$ cat config.mk
export PLATFORM = sky130hd
export DESIGN_NAME = ieee_adder_pipe
export DESIGN_NICKNAME = d
export VERILOG_FILES = /design/src/rtl/ieee_adder_pipe_pkg.sv /design/src/rtl/ieee_lzc.sv /design/src/rtl/ieee_adder_pipe.sv
export SDC_FILE = /design/constraint.sdc
export NUM_CORES = 1
export LEC_CHECK = 0
export CORE_UTILIZATION = 60
export DETAILED_ROUTE_END_ITERATION = 6
export PLACE_DENSITY = 0.84
export SYNTH_ARGS = -nofsm -noshare
export SYNTH_HDL_FRONTEND = slang
export SYNTH_SLANG_ARGS = --single-unit
$ cat constraint.sdc
create_clock -name clk -period 10.1 [get_ports clk]
set_clock_uncertainty 0.2 [all_clocks]
set_input_delay 1.01 -clock clk [delete_from_list [all_inputs] [get_ports clk]]
set_output_delay 1.01 -clock clk [all_outputs]
set_load 0.1 [all_outputs]
$ cat src/rtl/ieee_adder_pipe_pkg.sv
// Shared helpers for the pipelined IEEE-754 adder: word width, field slices,
// canonical special-value encodings and the round-to-nearest-even threshold.
package ieee_adder_pipe_pkg;

  localparam int unsigned MAX_W = 128;

  function automatic int unsigned word_w(input int unsigned exp_w, input int unsigned man_w);
    return 1 + exp_w + man_w;
  endfunction

  function automatic logic [MAX_W-1:0] field_exp(input logic [MAX_W-1:0] w,
                                                 input int unsigned exp_w,
                                                 input int unsigned man_w);
    return (w >> man_w) & ((MAX_W'(1) << exp_w) - MAX_W'(1));
  endfunction

  function automatic logic [MAX_W-1:0] field_frac(input logic [MAX_W-1:0] w,
                                                  input int unsigned man_w);
    return w & ((MAX_W'(1) << man_w) - MAX_W'(1));
  endfunction

  // Positive infinity: exponent all ones, fraction zero.
  function automatic logic [MAX_W-1:0] inf_word(input int unsigned exp_w, input int unsigned man_w);
    logic [MAX_W-1:0] v;
    v = '0;
    for (int unsigned i = 0; i < MAX_W; i++) begin
      if (i >= man_w && i < man_w + exp_w) v[i] = 1'b1;
    end
    return v;
  endfunction

  // Canonical quiet NaN: +, exponent all ones, fraction MSB set.
  function automatic logic [MAX_W-1:0] qnan_word(input int unsigned exp_w, input int unsigned man_w);
    return inf_word(exp_w, man_w) | (MAX_W'(1) << (man_w - 1));
  endfunction

  // Guard-field value of exactly one half ULP.
  function automatic logic [MAX_W-1:0] round_even(input int unsigned guard_w);
    return MAX_W'(1) << (guard_w - 1);
  endfunction

endpackage

$ cat src/rtl/ieee_lzc.sv
// Parametrised leading-zero counter; returns WIDTH for an all-zero input.
module ieee_lzc #(
  parameter int unsigned WIDTH = 27,
  localparam int unsigned CNT_W = $clog2(WIDTH + 1)
) (
  input  logic [WIDTH-1:0] din,
  output logic [CNT_W-1:0] cnt
);

  // Highest set bit wins because it is visited last.
  always_comb begin
    cnt = CNT_W'(WIDTH);
    for (int unsigned i = 0; i < WIDTH; i++) begin
      if (din[i]) cnt = CNT_W'(WIDTH - 1 - i);
    end
  end

endmodule

$ cat src/rtl/ieee_adder_pipe.sv
// 3-stage IEEE-754 adder/subtractor with valid/ready handshake and sideband tag.
// Define IEEE_ADDER_FLAGS_EN to add the out_flags exception port.
module ieee_adder_pipe
  import ieee_adder_pipe_pkg::*;
#(
  parameter int unsigned EXP_W   = 8,
  parameter int unsigned MAN_W   = 23,
  parameter int unsigned GUARD_W = 3,
  parameter int unsigned TAG_W   = 4,
  localparam int unsigned W      = word_w(EXP_W, MAN_W)
) (
  input  logic             clk,
  input  logic             rst_n,
  input  logic             in_valid,
  output logic             in_ready,
  input  logic             in_sub,
  input  logic [W-1:0]     in_a,
  input  logic [W-1:0]     in_b,
  input  logic [TAG_W-1:0] in_tag,
  output logic             out_valid,
  input  logic             out_ready,
  output logic [W-1:0]     out_c,
  output logic [TAG_W-1:0] out_tag
`ifdef IEEE_ADDER_FLAGS_EN
  ,
  output logic [3:0]       out_flags
`endif
);

  localparam int unsigned AW     = MAN_W + 1 + GUARD_W;
  localparam int unsigned SH_MAX = MAN_W + GUARD_W + 2;
  localparam int unsigned LZ_W   = $clog2(AW + 1);
  localparam int unsigned SW     = (LZ_W > EXP_W + 1) ? LZ_W : EXP_W + 1;
  localparam logic [W-1:0]       QNAN    = W'(qnan_word(EXP_W, MAN_W));
  localparam logic [W-1:0]       INF_P   = W'(inf_word(EXP_W, MAN_W));
  localparam logic [GUARD_W-1:0] HALF    = GUARD_W'(round_even(GUARD_W));
  localparam logic [EXP_W:0]     EXP_MAX = {1'b0, {EXP_W{1'b1}}};

  logic s1_valid, s2_valid;
  logic out_en, s2_en, s1_en;

  // Each stage loads when its successor is empty or draining this cycle.
  always_comb begin
    out_en = !out_valid || out_ready;
    s2_en  = !s2_valid || out_en;
    s1_en  = !s1_valid || s2_en;
  end
  assign in_ready = s1_en;

  // S1: unpack, specials, order by magnitude, align the smaller operand.
  logic             sa, sb, sl, ss, swap, nan_a, nan_b, inf_a, inf_b, byp;
  logic [EXP_W-1:0] ea, eb, el, es, el_eff, es_eff, d;
  logic [MAN_W-1:0] fa, fb, fl, fs;
  logic [AW-1:0]    big, small_al;
  logic [2*AW-1:0]  ext;
  logic [W-1:0]     byp_val;
`ifdef IEEE_ADDER_FLAGS_EN
  logic             byp_inv;
`endif

  always_comb begin
    sa     = in_a[W-1];
    sb     = in_b[W-1] ^ in_sub;
    ea     = EXP_W'(field_exp(MAX_W'(in_a), EXP_W, MAN_W));
    eb     = EXP_W'(field_exp(MAX_W'(in_b), EXP_W, MAN_W));
    fa     = MAN_W'(field_frac(MAX_W'(in_a), MAN_W));
    fb     = MAN_W'(field_frac(MAX_W'(in_b), MAN_W));
    nan_a  = (&ea) && (|fa);
    nan_b  = (&eb) && (|fb);
    inf_a  = (&ea) && !(|fa);
    inf_b  = (&eb) && !(|fb);
    swap   = in_b[W-2:0] > in_a[W-2:0];
    sl     = swap ? sb : sa;
    ss     = swap ? sa : sb;
    el     = swap ? eb : ea;
    es     = swap ? ea : eb;
    fl     = swap ? fb : fa;
    fs     = swap ? fa : fb;
    el_eff = (el == '0) ? EXP_W'(1) : el;
    es_eff = (es == '0) ? EXP_W'(1) : es;
    d      = el_eff - es_eff;
    big    = {|el, fl, GUARD_W'(0)};
    ext    = {|es, fs, GUARD_W'(0), AW'(0)} >> d;
    if (32'(d) >= 32'(SH_MAX)) small_al = {(AW-1)'(0), |{es, fs}};
    else                       small_al = {ext[2*AW-1:AW+1], ext[AW] | (|ext[AW-1:0])};

    byp     = nan_a || nan_b || inf_a || inf_b;
    byp_val = QNAN;
    if (nan_a || nan_b)     byp_val = QNAN;
    else if (inf_a && inf_b) byp_val = (sa == sb) ? {sa, INF_P[W-2:0]} : QNAN;
    else if (inf_a)         byp_val = {sa, INF_P[W-2:0]};
    else if (inf_b)         byp_val = {sb, INF_P[W-2:0]};
`ifdef IEEE_ADDER_FLAGS_EN
    byp_inv = (nan_a && !fa[MAN_W-1]) || (nan_b && !fb[MAN_W-1]) ||
              (inf_a && inf_b && (sa != sb));
`endif
  end

  logic [TAG_W-1:0] s1_tag;
  logic             s1_sign, s1_sub, s1_byp;
  logic [EXP_W-1:0] s1_exp;
  logic [AW-1:0]    s1_big, s1_small;
  logic [W-1:0]     s1_bval;
`ifdef IEEE_ADDER_FLAGS_EN
  logic             s1_inv;
`endif

  always_ff @(posedge clk or negedge rst_n) begin
    if (!rst_n) begin
      s1_valid <= 1'b0;
      s1_tag   <= '0;
      s1_sign  <= 1'b0;
      s1_sub   <= 1'b0;
      s1_byp   <= 1'b0;
      s1_exp   <= '0;
      s1_big   <= '0;
      s1_small <= '0;
      s1_bval  <= '0;
`ifdef IEEE_ADDER_FLAGS_EN
      s1_inv   <= 1'b0;
`endif
    end else if (s1_en) begin
      s1_valid <= in_valid;
      if (in_valid) begin
        s1_tag   <= in_tag;
        s1_sign  <= sl;
        s1_sub   <= sl ^ ss;
        s1_byp   <= byp;
        s1_exp   <= el_eff;
        s1_big   <= big;
        s1_small <= small_al;
        s1_bval  <= byp_val;
`ifdef IEEE_ADDER_FLAGS_EN
        s1_inv   <= byp_inv;
`endif
      end
    end
  end

  // S2: add/subtract, then carry shift or clamped left normalisation.
  logic [AW:0]     sum;
  logic [LZ_W-1:0] lz;
  logic [SW-1:0]   sh, lim;
  logic [AW-1:0]   m2;
  logic [EXP_W:0]  e2;

  ieee_lzc #(.WIDTH(AW)) u_lzc (
    .din (sum[AW-1:0]),
    .cnt (lz)
  );

  always_comb begin
    sum = s1_sub ? ({1'b0, s1_big} - {1'b0, s1_small}) : ({1'b0, s1_big} + {1'b0, s1_small});
    e2  = {1'b0, s1_exp};
    m2  = sum[AW-1:0];
    lim = SW'(s1_exp) - SW'(1);
    sh  = (SW'(lz) < lim) ? SW'(lz) : lim;
    if (!s1_sub && sum[AW]) begin
      m2 = {sum[AW:2], sum[1] | sum[0]};
      e2 = e2 + (EXP_W+1)'(1);
    end else if (s1_sub) begin
      m2 = sum[AW-1:0] << sh;
      e2 = e2 - (EXP_W+1)'(sh);
    end
  end

  logic [TAG_W-1:0] s2_tag;
  logic             s2_sign, s2_zsign, s2_byp;
  logic [EXP_W:0]   s2_exp;
  logic [AW-1:0]    s2_m;
  logic [W-1:0]     s2_bval;
`ifdef IEEE_ADDER_FLAGS_EN
  logic             s2_inv;
`endif

  always_ff @(posedge clk or negedge rst_n) begin
    if (!rst_n) begin
      s2_valid <= 1'b0;
      s2_tag   <= '0;
      s2_sign  <= 1'b0;
      s2_zsign <= 1'b0;
      s2_byp   <= 1'b0;
      s2_exp   <= '0;
      s2_m     <= '0;
      s2_bval  <= '0;
`ifdef IEEE_ADDER_FLAGS_EN
      s2_inv   <= 1'b0;
`endif
    end else if (s2_en) begin
      s2_valid <= s1_valid;
      if (s1_valid) begin
        s2_tag   <= s1_tag;
        s2_sign  <= s1_sign;
        s2_zsign <= s1_sub ? 1'b0 : s1_sign;
        s2_byp   <= s1_byp;
        s2_exp   <= e2;
        s2_m     <= m2;
        s2_bval  <= s1_bval;
`ifdef IEEE_ADDER_FLAGS_EN
        s2_inv   <= s1_inv;
`endif
      end
    end
  end

  // S3: round to nearest even, renormalise on carry-out, pack.
  logic [GUARD_W-1:0] g;
  logic               rup;
  logic [MAN_W+1:0]   rnd;
  logic [MAN_W:0]     sig3;
  logic [EXP_W:0]     e3;
  logic [W-1:0]       res;
`ifdef IEEE_ADDER_FLAGS_EN
  logic [3:0]         flags;
`endif

  always_comb begin
    g    = s2_m[GUARD_W-1:0];
    rup  = (g > HALF) || ((g == HALF) && s2_m[GUARD_W]);
    rnd  = {1'b0, s2_m[AW-1:GUARD_W]} + (MAN_W+2)'(rup);
    sig3 = rnd[MAN_W:0];
    e3   = s2_exp;
    if (rnd[MAN_W+1]) begin
      sig3 = rnd[MAN_W+1:1];
      e3   = s2_exp + (EXP_W+1)'(1);
    end
    if (s2_byp)             res = s2_bval;
    else if (e3 >= EXP_MAX) res = {s2_sign, INF_P[W-2:0]};
    else if (s2_m == '0)    res = {s2_zsign, (W-1)'(0)};
    else                    res = {s2_sign, sig3[MAN_W] ? e3[EXP_W-1:0] : EXP_W'(0), sig3[MAN_W-1:0]};
`ifdef IEEE_ADDER_FLAGS_EN
    flags = 4'b0000;
    if (s2_byp) begin
      flags[3] = s2_inv;
    end else begin
      flags[2] = e3 >= EXP_MAX;
      flags[1] = !s2_m[AW-1] && (|g);
      flags[0] = |g;
    end
`endif
  end

  always_ff @(posedge clk or negedge rst_n) begin
    if (!rst_n) begin
      out_valid <= 1'b0;
      out_c     <= '0;
      out_tag   <= '0;
`ifdef IEEE_ADDER_FLAGS_EN
      out_flags <= '0;
`endif
    end else if (out_en) begin
      out_valid <= s2_valid;
      if (s2_valid) begin
        out_c     <= res;
        out_tag   <= s2_tag;
`ifdef IEEE_ADDER_FLAGS_EN
        out_flags <= flags;
`endif
      end
    end
  end

endmodule
# [Word-level counts from Yosys, hierarchy flattened]
# Index checks and enable logic that the tools add are counted.
[totals] input_bits=73 reg_bits=212 out_inout_bits=38
[classes] eq_ne=2 add_sub_neg=8 magnitude_cmp=5 bitwise=4 n_reduce_logical=34 shifts=2 n_mux=54
[ops] op="32-bit two-way mux" n=8
[ops] op="27-bit two-way mux" n=3
[ops] op="5-bit two-way mux" n=16
[ops] op="54-bit by 8-bit right shift with 54-bit output" n=1
[ops] op="23-bit two-way mux" n=2
[ops] op="23-bit OR reduction" n=2
[ops] op="8-bit two-way mux" n=5
[ops] op="9-bit two-way mux" n=4
[ops] op="4-bit two-way mux" n=8
[ops] op="31-bit greater-than comparator" n=1
[ops] op="31-bit OR reduction" n=1
[ops] op="27-bit by 27-bit adder with 28-bit output" n=1
[ops] op="28-bit two-way mux" n=1
[ops] op="27-bit by 27-bit subtractor with 28-bit output" n=1
[ops] op="27-bit zero test" n=1
[ops] op="27-bit OR reduction" n=1
[ops] op="27-bit by 9-bit left shift with 27-bit output" n=1
[ops] op="24-bit by 1-bit adder with 25-bit output" n=1
[ops] op="24-bit two-way mux" n=1
[ops] op="8-bit zero test" n=2
[ops] op="8-bit AND reduction" n=2
[ops] op="8-bit OR reduction" n=2
[ops] op="8-bit by 1-bit adder with 9-bit output (second input constant)" n=1
[ops] op="9-bit by 1-bit adder with 9-bit output (second input constant)" n=1
[ops] op="other kinds (17)" n=42

# [Logic depth before layout (Yosys ltp)]
[logic_depth] ltp_word=34 ltp_mapped=35 mapped_depth_nobuf=31

# [Modules after synthesis]
# A second synthesis with hierarchy kept.
[unflattened] hier_cells=2200 hier_area_um2=16489.6
[modules_own_cells] module="ieee_adder_pipe" instances=1 area_each_um2=16211.8 cells_per_inst=2149
[modules_own_cells] module="ieee_lzc" instances=1 area_each_um2=277.8 cells_per_inst=51

# [Least setup slack after synthesis]
# Ideal clock, no wire load.
[synth_timing] kind="input -> register" from="input port in_a[16]" to="register s1_small[0]" t_arrival_ns=7.861 setup_time_ns=0.127 required_time_ns=9.773 slack_ns=1.913 path_stages=30 path_cell_list="inv_1 > ha_1 > a21o_1 > a21o_1 > a2111oi_0 > nor3_1 > or4_1 > clkbuf_1 > o21ai_1 > buf_2 > clkbuf_1 > clkbuf_1 > mux2i_1 > ha_1 > nor2b_1 > o21ai_0 > a21boi_0 > o21ai_0 > a21oi_1 > mux2_2 > nand2_1 > clkbuf_1 > o221ai_1 > nor2_1 > a21oi_1 > mux2i_1 > o21ai_0 > or4b_2 > o31ai_1 > a21oi_1"
[synth_between] elab_chain_len=9 elab_cells_between_ends=16
[synth_lines] item="from (decl)" line="ieee_adder_pipe.sv:17" text="input logic [W-1:0] in_a,"
[synth_lines] item="31-bit greater-than comparator" line="ieee_adder_pipe.sv:72" text="swap = in_b[W-2:0] > in_a[W-2:0];"
[synth_lines] item="8-bit two-way mux (on tied branches)" line="ieee_adder_pipe.sv:75, ieee_adder_pipe.sv:76"
[synth_lines] item="8-bit zero test (on tied branches)" line="ieee_adder_pipe.sv:79, ieee_adder_pipe.sv:80"
[synth_lines] item="8-bit two-way mux (on tied branches)" line="ieee_adder_pipe.sv:79, ieee_adder_pipe.sv:80"
[synth_lines] item="8-bit subtractor" line="ieee_adder_pipe.sv:81" text="d = el_eff - es_eff;"
[synth_lines] item="54-bit by 8-bit right shift with 54-bit output" line="ieee_adder_pipe.sv:83" text="ext = {|es, fs, GUARD_W'(0), AW'(0)} >> d;"
[synth_lines] item="27-bit OR reduction" line="ieee_adder_pipe.sv:85" text="else small_al = {ext[2*AW-1:AW+1], ext[AW] | (|ext[AW-1:0])};"
[synth_lines] item="1-bit bitwise OR" line="ieee_adder_pipe.sv:85"
[synth_lines] item="27-bit two-way mux *" line="ieee_adder_pipe.sv:84" text="if (32'(d) >= 32'(SH_MAX)) small_al = {(AW-1)'(0), |{es, fs}};"
[synth_lines] item="to (signal assigned)" line="ieee_adder_pipe.sv:131" text="s1_small <= small_al;"
[synth_lines] item="to (decl)" line="ieee_adder_pipe.sv:102" text="logic [AW-1:0] s1_big, s1_small;"
# Every way passes the cells marked *; elsewhere a longest branch is shown, timed or not.
# A chain may end at the register's enable or synchronous reset.

# [Worst setup path in the final report]
[layout_timing] from="input port in_b[16]" to="register s1_small[0]"
[layout_between] elab_chain_len=9 elab_cells_between_ends=16
[layout_lines] item="from (decl)" line="ieee_adder_pipe.sv:18" text="input logic [W-1:0] in_b,"
[layout_lines] item="31-bit greater-than comparator" line="ieee_adder_pipe.sv:72"
[layout_lines] item="8-bit two-way mux (on tied branches)" line="ieee_adder_pipe.sv:75, ieee_adder_pipe.sv:76"
[layout_lines] item="8-bit zero test (on tied branches)" line="ieee_adder_pipe.sv:79, ieee_adder_pipe.sv:80"
[layout_lines] item="8-bit two-way mux (on tied branches)" line="ieee_adder_pipe.sv:79, ieee_adder_pipe.sv:80"
[layout_lines] item="8-bit subtractor" line="ieee_adder_pipe.sv:81"
[layout_lines] item="54-bit by 8-bit right shift with 54-bit output" line="ieee_adder_pipe.sv:83"
[layout_lines] item="27-bit OR reduction" line="ieee_adder_pipe.sv:85"
[layout_lines] item="1-bit bitwise OR" line="ieee_adder_pipe.sv:85"
[layout_lines] item="27-bit two-way mux *" line="ieee_adder_pipe.sv:84"
# Marked as above.

==> summary.txt <==
Status
  • Status: finished, violations left
  • Failing checks: DRC

STA
  • Least-Margin Pin Slew: between 1 and 1.5 ns
  • Final setup vio count: 0
  • RSZ-0062 raised after global routing: false
  • Final worst path period need: 9.04 ns
  • Sum Neg Setup Slack: 0 ns
  • Achievable Freq: 0.111 GHz
  • Setup ws final: roughly 1.1 ns
  • Slew HR: a little over a quarter
  • Max Slew Vio Count: 0
  • Final hold violation count: 0
  • Tcrit/Tclk final: 89.5%

Clock tree
  • Clock transition at the registers of the reported paths: 0.08 ns
  • Skew-Pair Late Insertion Delay: 0.45 ns
  • Post-CTS setup buffer count: 0
  • H-tree levels: 4
  • CTS Buf Count: 17
  • Maximum buffer depth of the clock tree: 2
  • CTS Hold Bufs: 0
  • CTS tree: yes
  • Post-CTS sizing: 0
  • Clock Sinks: around 150
  • Root buf cell: clkbuf_16

Cells and area
  • Multi-input gate area: 11400 sq um
  • Fill cell count: 2196
  • Proportion of layout cells with a drive suffix above 1: under 10%
  • Antenna fix cells: 0
  • FF+latch area: 3850 sq um
  • Area growth syn-to-layout: 11.6%
  • Final layout net count: roughly 2300

Yosys
  • Synth Flop Type: dfrtp_1
  • Yosys reg bits: 154
  • Fraction of registers with async set/reset: 100%
  • Top cell type's share of synthesized area: a little under a quarter
  • Yosys top cell by area: dfrtp_1
  • Post-synthesis area per instance: roughly 7.6 sq um
  • Mapped Area: 16100 sq um
  • Synth Instances: around 2100
  • Post-synth net total: approximately 2300
  • Netlist cell types: 99
  • Sequential fraction of the synthesis area: 23.9%
  • Number of synthesized flops with an enable pin: 0
  • Top cells by area, synth: dfrtp_1, ha_1, nand2_1
  • YS warnings: 0

Critical path
  • Worst setup SP type: primary input
  • CP required: 10.22 ns
  • Max incr delay on CP: 0.77 ns
  • Delay-heaviest family, CP: compound AO/OA/AOI/OAI gates
  • CP Depth: 28
  • CP bufs+invs: 1
  • Critical path endpoint category: register
  • CP max FO: 16
  • Slowest CP cell: nor4_1
  • Cells on worst reg2reg path: 30
  • CP arrival: ~9 ns
  • Critical path type: in2reg

Global route
  • First-pass GRT wire length: between 80000 and 90000 um
  • Vias in the first global route: around 16000
  • Grt ovf: 0
  • Initial antenna violation count: 0
  • GRT Total Usage: roughly two fifths
  • Largest net degree at the start of global routing: 88

Power
  • Psw: 2.84 mW
  • Net Sw Frac: around 55%
  • Internal Power: 2.29 mW
  • Worst IR Drop VDD: 0.201 mV
  • Clk pwr share: 13.8%
  • Sequential power share: 19.8%
  • Power per standard cell area: 285 nW/um^2
  • Comb power frac: about 66%
  • Leakage power: 7.62 nW

Drt
  • Drt wl/cell: 22.1 um
  • WL met3: 5370 um
  • Metal-1 WL: 23200 um
  • Routed Antenna Nets: 0
  • WL final: 55200 um
  • DR vias: 17100
  • DR pass1 iterations: 7
  • Top sig layer: met4
  • Remaining DRCs: 31
  • Starting DRT DRC Count: 2499
  • Drt via density: 6.85
  • Met2 WL: 24000 um

Floorplanning
  • Die area: roughly 28000 sq um
  • Die X: 166 um
  • I/O pins: roughly 110
  • # rows: 59
  • Die Y-Extent: 166 um
  • Core box area: 26200 sq um
  • Initial Utilization: 61.6%

Hold path
  • Hold Crit Class: reg2reg
  • Hold depth: 2

Job
  • Max Cap Violations: 0

Place
  • GP Congestion: 1.06
  • DP HPWL: between 40000 and 50000 um
  • Setup WS pre-CTS: 0.861 ns
  • Port Buffers: 110
final timing paths:
check	startpoint	to	slack, ns
worst max-delay path	in_b[16]	s1_small[0]	1.06
worst min-delay path	s1_tag[1]	s2_tag[1]	0.27
worst max register to register	s1_big[9]	s2_exp[7]	1.31
worst min register to register	s1_tag[1]	s2_tag[1]	0.27
max in group asynchronous	rst_n	s2_m[11]	7.77
min in group asynchronous	rst_n	s1_small[15]	0.38
layer usage:
metal  vias up  track usage, %
met4         0            17.8
met2      1059            62.9
met3       202            6.94
met5         -               0
met1      8046            55.2
li1       7822               -
cell usage after synthesis (all sizes together), types with 34 or more instances:
cell type,count
nand2,304
mux2i,97
clkbuf,103
a31oi,45
ha,102
o22ai,41
nor4,34
nand4,34
a21oi,128
nor2,202
dfrtp,154
nand3,46
xnor2,53
inv,107
o21ai,157
nor3,42
power by group through the flow:
stage / Combinational (mW) / Clock [mW] / Sequential, mW
after detailed placement: 3.29 / 0 / 1.01
after floorplan: 2.02 / 0 / 1.38
after global routing: 3.63 / 0.730 / 1.04
after global placement: 3.26 / 0 / 1.00
after CTS: 3.31 / 0.708 / 1.00
final: 3.40 / 0.710 / 1.01
final cells by class:
| type | count | share of cell area [%] |
|---|---|---|
| clock inverters | 15 | 1.10 |
| multi-input cells | 1736 | 63.4 |
| clock buffers | 17 | 2.36 |
| well taps | 335 | 2.33 |
| inverters | 108 | 2.28 |
| flip-flops and latches | 154 | 21.4 |
| repair buffers | 135 | 7.16 |
sequential cells by signal, summed over array words and instances (netlist names):
signal	count
s2_sign	1
out_tag	4
s2_tag	4
s1_sign	1
s2_m	27
out_valid	1
s1_exp	8
s2_byp	1
s1_valid	1
out_c	32
s1_small	27
s1_bval	3
s2_zsign	1
s1_big	24
s1_tag	4
s1_sub	1
s2_exp	9
s1_byp	1
s2_bval	3
s2_valid	1
per-stage QoR:
stage | cells | hold slack [ns] | instance area (sq um) | total power [mW] | util, %
after floorplan | 2128 | 0.230 | 16100 | 3.40 | -
after global placement | 2468 | 0.243 | 17400 | 4.26 | 66.4
after detailed placement | 2468 | 0.254 | 17400 | 4.30 | 66.4
after CTS | 2500 | 0.272 | 18000 | 5.02 | 68.7
after global routing | 2500 | 0.290 | 18000 | 5.39 | 68.7
final | 2500 | 0.273 | 18000 | 5.13 | 68.7
cell families (layout without fill, tap and decap cells):
group / Yosys count / after routing / synth area share, %
simple gates: 802 / 802 / 23.1
mux: 131 / 131 / 8.79
buf+inv: 238 / 275 / 5.81
fa+ha+maj: 105 / 105 / 8.28
compound gates: 617 / 617 / 25.6
xor+xnor: 81 / 81 / 4.60
flops: 154 / 154 / 23.9
cell usage in the layout (no fill, tap or decap), drive strengths merged, types with 41 or more instances in the layout:
cell type and instances:
nand2 304, nor2 202, o21ai 157, dfrtp 154
a21oi 128, inv 114, clkdlybuf4s50 109, ha 102
mux2i 97, xnor2 53, nand3 46, a31oi 45
nor3 42, o22ai 41
tightest hold or removal path, stage by stage (launching register included):
cell	delay [ns]
dfrtp_1	0.35
nand2_1	0.05
nand2_1	0.05
Note: power is estimated with default switching activity, not from simulation.
